## src/rtl/wbu_csr_file_ysyx_23060136.sv

```systemverilog
// Machine-mode CSR file: combinational read port, commit port for csrw/ecall/mret, trap/return PC redirect.
// Optional same-cycle write-to-read forwarding when CSR_BYPASS_EN is defined.
module wbu_csr_file_ysyx_23060136 #(
  parameter int              XLEN        = 32,
  parameter logic [XLEN-1:0] MSTATUS_RST = 32'h0000_1800,
  parameter logic [XLEN-1:0] MVENDORID   = 32'h7973_7978,
  parameter logic [XLEN-1:0] MARCHID     = 32'h015F_DEA8
) (
  input  logic            clk,
  input  logic            rst,
  input  logic [2:0]      csr_rs_idx,
  output logic [XLEN-1:0] csr_rdata,
  input  logic            commit_valid,
  output logic            commit_ready,
  input  logic [2:0]      commit_csr_rd,
  input  logic            commit_wen,
  input  logic [XLEN-1:0] commit_wdata,
  input  logic            commit_ecall,
  input  logic            commit_mret,
  input  logic [XLEN-1:0] commit_pc,
  output logic            redirect_valid,
  output logic [XLEN-1:0] redirect_pc
);

  localparam logic [2:0] CSR_MSTATUS   = 3'd0;
  localparam logic [2:0] CSR_MTVEC     = 3'd1;
  localparam logic [2:0] CSR_MEPC      = 3'd2;
  localparam logic [2:0] CSR_MCAUSE    = 3'd3;
  localparam logic [2:0] CSR_MVENDORID = 3'd4;
  localparam logic [2:0] CSR_MARCHID   = 3'd5;

  localparam int MIE_BIT  = 3;
  localparam int MPIE_BIT = 7;

  localparam logic [XLEN-1:0] ALIGN_MASK = {{(XLEN-2){1'b1}}, 2'b00};
  localparam logic [XLEN-1:0] CAUSE_ECALL_M = XLEN'(11);

  typedef enum logic [1:0] {
    S_IDLE       = 2'd0,
    S_TRAP_EPC   = 2'd1,
    S_TRAP_CAUSE = 2'd2,
    S_RET        = 2'd3
  } state_e;

  state_e state_q, state_d;

  logic [XLEN-1:0] mstatus_q, mstatus_d;
  logic [XLEN-1:0] mtvec_q, mtvec_d;
  logic [XLEN-1:0] mepc_q, mepc_d;
  logic [XLEN-1:0] mcause_q, mcause_d;
  logic [XLEN-1:0] epc_q, epc_d;

  logic            fire;
  logic            take_ecall;
  logic            take_mret;
  logic            take_wen;
  logic [XLEN-1:0] wr_val;

  assign fire       = commit_valid & commit_ready;
  assign take_ecall = fire & commit_ecall;
  assign take_mret  = fire & ~commit_ecall & commit_mret;
  assign take_wen   = fire & ~commit_ecall & ~commit_mret & commit_wen;

  // mtvec/mepc hold word-aligned addresses; other CSRs store the raw value
  always_comb begin
    wr_val = commit_wdata;
    if (commit_csr_rd == CSR_MTVEC || commit_csr_rd == CSR_MEPC) begin
      wr_val = commit_wdata & ALIGN_MASK;
    end
  end

  // ---------------- FSM: state register ----------------
  always_ff @(posedge clk) begin
    if (rst) begin
      state_q <= S_IDLE;
    end else begin
      state_q <= state_d;
    end
  end

  // ---------------- FSM: next state ----------------
  always_comb begin
    state_d = state_q;
    unique case (state_q)
      S_IDLE: begin
        if (take_ecall) begin
          state_d = S_TRAP_EPC;
        end else if (take_mret) begin
          state_d = S_RET;
        end
      end
      S_TRAP_EPC:   state_d = S_TRAP_CAUSE;
      S_TRAP_CAUSE: state_d = S_IDLE;
      S_RET:        state_d = S_IDLE;
      default:      state_d = S_IDLE;
    endcase
  end

  // ---------------- FSM: outputs ----------------
  always_comb begin
    commit_ready   = 1'b0;
    redirect_valid = 1'b0;
    redirect_pc    = mtvec_q;
    unique case (state_q)
      S_IDLE:       commit_ready = ~rst;
      S_TRAP_EPC:   redirect_valid = 1'b0;
      S_TRAP_CAUSE: begin
        redirect_valid = ~rst;
        redirect_pc    = mtvec_q;
      end
      S_RET: begin
        redirect_valid = ~rst;
        redirect_pc    = mepc_q;
      end
      default: redirect_valid = 1'b0;
    endcase
  end

  // ---------------- CSR next-state ----------------
  always_comb begin
    mstatus_d = mstatus_q;
    mtvec_d   = mtvec_q;
    mepc_d    = mepc_q;
    mcause_d  = mcause_q;
    epc_d     = epc_q;

    if (take_ecall) begin
      epc_d = commit_pc;
    end

    if (take_wen) begin
      unique case (commit_csr_rd)
        CSR_MSTATUS: mstatus_d = wr_val;
        CSR_MTVEC:   mtvec_d   = wr_val;
        CSR_MEPC:    mepc_d    = wr_val;
        CSR_MCAUSE:  mcause_d  = wr_val;
        default:     mstatus_d = mstatus_q;
      endcase
    end

    if (take_mret) begin
      mstatus_d[MIE_BIT]  = mstatus_q[MPIE_BIT];
      mstatus_d[MPIE_BIT] = 1'b1;
      mstatus_d[12:11]    = 2'b11;
    end

    if (state_q == S_TRAP_EPC) begin
      mepc_d = epc_q & ALIGN_MASK;
    end

    if (state_q == S_TRAP_CAUSE) begin
      mcause_d            = CAUSE_ECALL_M;
      mstatus_d[MPIE_BIT] = mstatus_q[MIE_BIT];
      mstatus_d[MIE_BIT]  = 1'b0;
      mstatus_d[12:11]    = 2'b11;
    end
  end

  // Reset wins over any in-flight trap/return update
  always_ff @(posedge clk) begin
    if (rst) begin
      mstatus_q <= MSTATUS_RST;
      mtvec_q   <= '0;
      mepc_q    <= '0;
      mcause_q  <= '0;
      epc_q     <= '0;
    end else begin
      mstatus_q <= mstatus_d;
      mtvec_q   <= mtvec_d;
      mepc_q    <= mepc_d;
      mcause_q  <= mcause_d;
      epc_q     <= epc_d;
    end
  end

  // ---------------- read port ----------------
  always_comb begin
    csr_rdata = '0;
    unique case (csr_rs_idx)
      CSR_MSTATUS:   csr_rdata = mstatus_q;
      CSR_MTVEC:     csr_rdata = mtvec_q;
      CSR_MEPC:      csr_rdata = mepc_q;
      CSR_MCAUSE:    csr_rdata = mcause_q;
      CSR_MVENDORID: csr_rdata = MVENDORID;
      CSR_MARCHID:   csr_rdata = MARCHID;
      default:       csr_rdata = '0;
    endcase
`ifdef CSR_BYPASS_EN
    if (take_wen && (commit_csr_rd == csr_rs_idx) && (commit_csr_rd <= CSR_MCAUSE)) begin
      csr_rdata = wr_val;
    end
`endif
  end

endmodule

```

## config.mk

```make
export PLATFORM = sky130hd
export DESIGN_NAME = wbu_csr_file_ysyx_23060136
export DESIGN_NICKNAME = d
export VERILOG_FILES = /design/src/rtl/wbu_csr_file_ysyx_23060136.sv
export SDC_FILE = /design/constraint.sdc
export NUM_CORES = 1
export LEC_CHECK = 0
export ABC_AREA = 1
export CORE_MARGIN = 2
export CORE_UTILIZATION = 47
export DETAILED_ROUTE_END_ITERATION = 6
export PLACE_DENSITY = 0.78
export SLEW_MARGIN = 40
export SYNTH_ARGS = -nofsm -noshare
export SYNTH_HDL_FRONTEND = slang
export SYNTH_SLANG_ARGS = --single-unit
```

## constraint.sdc

```tcl
create_clock -name clk -period 1.6 [get_ports clk]
set_clock_uncertainty 0.2 [all_clocks]
set_input_delay 0.16 -clock clk [delete_from_list [all_inputs] [get_ports clk]]
set_output_delay 0.16 -clock clk [all_outputs]
set_load 0.02 [all_outputs]
```

==> results.json <==
{
  "status": "finished, violations left",
  "failed_checks": "setup timing",
  "yosysTopAreaCell": "dfxtp_1",
  "synthesis.nets": 1175,
  "remaining_drc_errors": 0,
  "start_kind": "register",
  "netlist.area_leader.share_pct": 43.3,
  "gp_congestion": 0.918,
  "fmax_ghz": 0.504,
  "rsz0062_at_grt": "yes",
  "multiInputGateArea_sq_um": 4450,
  "setup_viol_count_final": 224,
  "fin_ws_ps": -385,
  "cts-root-buf": "clkbuf_16",
  "drtIter0Drc": 1208,
  "nFillCells": 961,
  "routed_wl_microns": 32000,
  "clockBufferDepth": 2,
  "mostFrequentLayoutCells": "nor2_1, nand2_1, dfxtp_1",
  "grt_use_total_pct": 32.6,
  "htree_levels": 4,
  "avgSynthCellArea_sq_um": 6.73,
  "grt_max_degree": 57,
  "crit_path_end_kind": "register",
  "powerDensity_nw_per_um2": 882,
  "critPathMaxFanout": 13,
  "portBuffers": 139,
  "coreArea_sq_um": 15300,
  "worstPathRequired_ps": 1680,
  "crit_type": "register to register",
  "clk_latency_ps": 430,
  "die_w_microns": 129,
  "ys_seq_elements": 160,
  "grt_pass1_vias": 8298,
  "fin_crit_ps": 1980,
  "final_hold_viol_count": 0,
  "placed_area_sq_um": 9670,
  "hp-class": "primary input to register",
  "period_share_pct": 124,
  "routedWlPerCell_microns": 20.9,
  "grt_pass1_wl_microns": 42200,
  "yosysWarnings": 0,
  "antenna_found_initial": 0,
  "detail_route.first_pass.iterations": 6,
  "drv_cap": 0,
  "syn_area_sq_um": 7400,
  "syn_to_final_growth_pct": 60.4,
  "worst_pin_slew_ps": 520,
  "io_pins": 142,
  "max-vdd-ir-drop_v": 0.000850,
  "p_leak_uw": 0.00499,
  "cts_tree": "built",
  "synth-seq-area-share_pct": 43.3,
  "synth.area.top_cells": "dfxtp_1, o21ai_0, nor2_1, nand2_1, inv_1",
  "yosysUniqueCellTypes": 26,
  "final_common_cell": "nor2_1",
  "overflow": 0,
  "ant_nets": 0,
  "start_util_pct": 48.3,
  "die_area_sq_um": 16800,
  "dp.final_hpwl_microns": 16200,
  "slew_headroom_pct": 65.1,
  "syn-instance-count": 1099,
  "nets": 1384,
  "final_cell_area_sq_um": 11900,
  "clock_sinks": 160,
  "power_uw": 10500,
  "drive_gt1_share_pct": 33.1,
  "antenna_cells": 0,
  "die_h_microns": 129,
  "finalMaxSlewViolations": 0,
  "hold_buffers": 0,
  "arrival_ps": 2070,
  "cts_buffers": 17,
  "fin_util_pct": 77.5,
  "seqCellArea_sq_um": 3220,
  "rows": 45,
  "vias": 9178,
  "clk_pin_slew_worst_paths_ps": 70,
  "vias_per_cell": 5.99
}
==> power by group <==
group          leakage (uW)  internal (uW)  total [uW]  switching [uW]
combinational       0.00337            736        1750            1020
sequential          0.00130           4120        4180            60.0
clock              0.000313           2840        4530            1690
total               0.00499           7690       10500            2770
==> layer usage <==
layer	track usage, %	vias up	part of all wire, %
met1	39.4	4210	36
met3	7.31	229	11
met4	17.0	0	7.6
met5	0	-	0
met2	54.4	706	45
li1	-	4033	-
==> registers in the layout, indices dropped and copies added, names as in the netlist <==
name and cells:
state_q 2, mepc_q 32, epc_q 30, mtvec_q 32
mstatus_q 32, mcause_q 32
==> repair_timing <==
item / 4_1_cts / 5_1_grt
pin swaps: 31 / 57
buffers inserted: 15 / 2
gates resized for setup: 572 / 215
setup endpoints to repair: 225 / 226
cloned: 6 / 11
==> final cells by class <==
class	instances	share of cell area [%]
Multi-Input combinational cell	774	37.5
Sequential cell	160	27.1
Clock inverter	11	1.56
Timing Repair Buffer	265	24.6
Clock buffer	21	3.88
Tap cell	211	2.22
Inverter	90	3.16
==> through the flow <==
step | setup TNS, ps | hold WS (ps) | setup WS [ps] | cells
floorplan | -66.6 | 36.8 | -33.3 | 1099
global placement | -74430 | 232 | -872 | 1468
detailed placement | -80190 | 239 | -874 | 1468
CTS | -31800 | 110 | -246 | 1519
global route | -57610 | 152 | -437 | 1532
finish | -46870 | 125 | -385 | 1532
==> synth_stat cells <==
cell type / number
nor2_1: 236
o21ai_0: 183
nand2_1: 182
dfxtp_1: 160
inv_1: 84
a21oi_1: 61
clkbuf_1: 43
nand3_1: 43
buf_2: 23
o2111ai_1: 22
a22oi_1: 16
nor3_1: 9
nand4_1: 7
buf_1: 5
inv_2: 4
o211ai_1: 4
a31oi_1: 3
buf_4: 3
clkinv_1: 2
nor2_2: 2
nor2_4: 2
buf_6: 1
nand2_2: 1
nand3_2: 1
nand3b_1: 1
nand4_2: 1
==> final timing paths <==
check                              startpoint         to  slack [ps]  depth (start not counted)
worst min-delay path            commit_pc[29]  epc_q[29]         130                          3
worst max-delay path               state_q[0]  mepc_q[0]        -380                          7
worst min register to register      epc_q[16]  epc_q[16]         250                          2
worst max register to register     state_q[0]  mepc_q[0]        -380                          7
==> cell families (layout without fill, tap and decap cells) <==
| family | after synthesis | count (layout) | synth area share [%] |
|---|---|---|---|
| DFF | 160 | 160 | 43.3 |
| and+or+nand+nor | 485 | 485 | 26.3 |
| buffers and inverters | 165 | 387 | 9.02 |
| AOI/OAI and AO/OA | 289 | 289 | 21.4 |
==> worst max-delay path, cell delays in order, from the launching register on <==
cell and delay (ps):
dfxtp_2 340, buf_4 160, inv_1 50, nor2_1 60, inv_2 180, buf_4 270
nand2_1 120, nor3_1 460
Note: power is estimated with default switching activity, not from simulation.
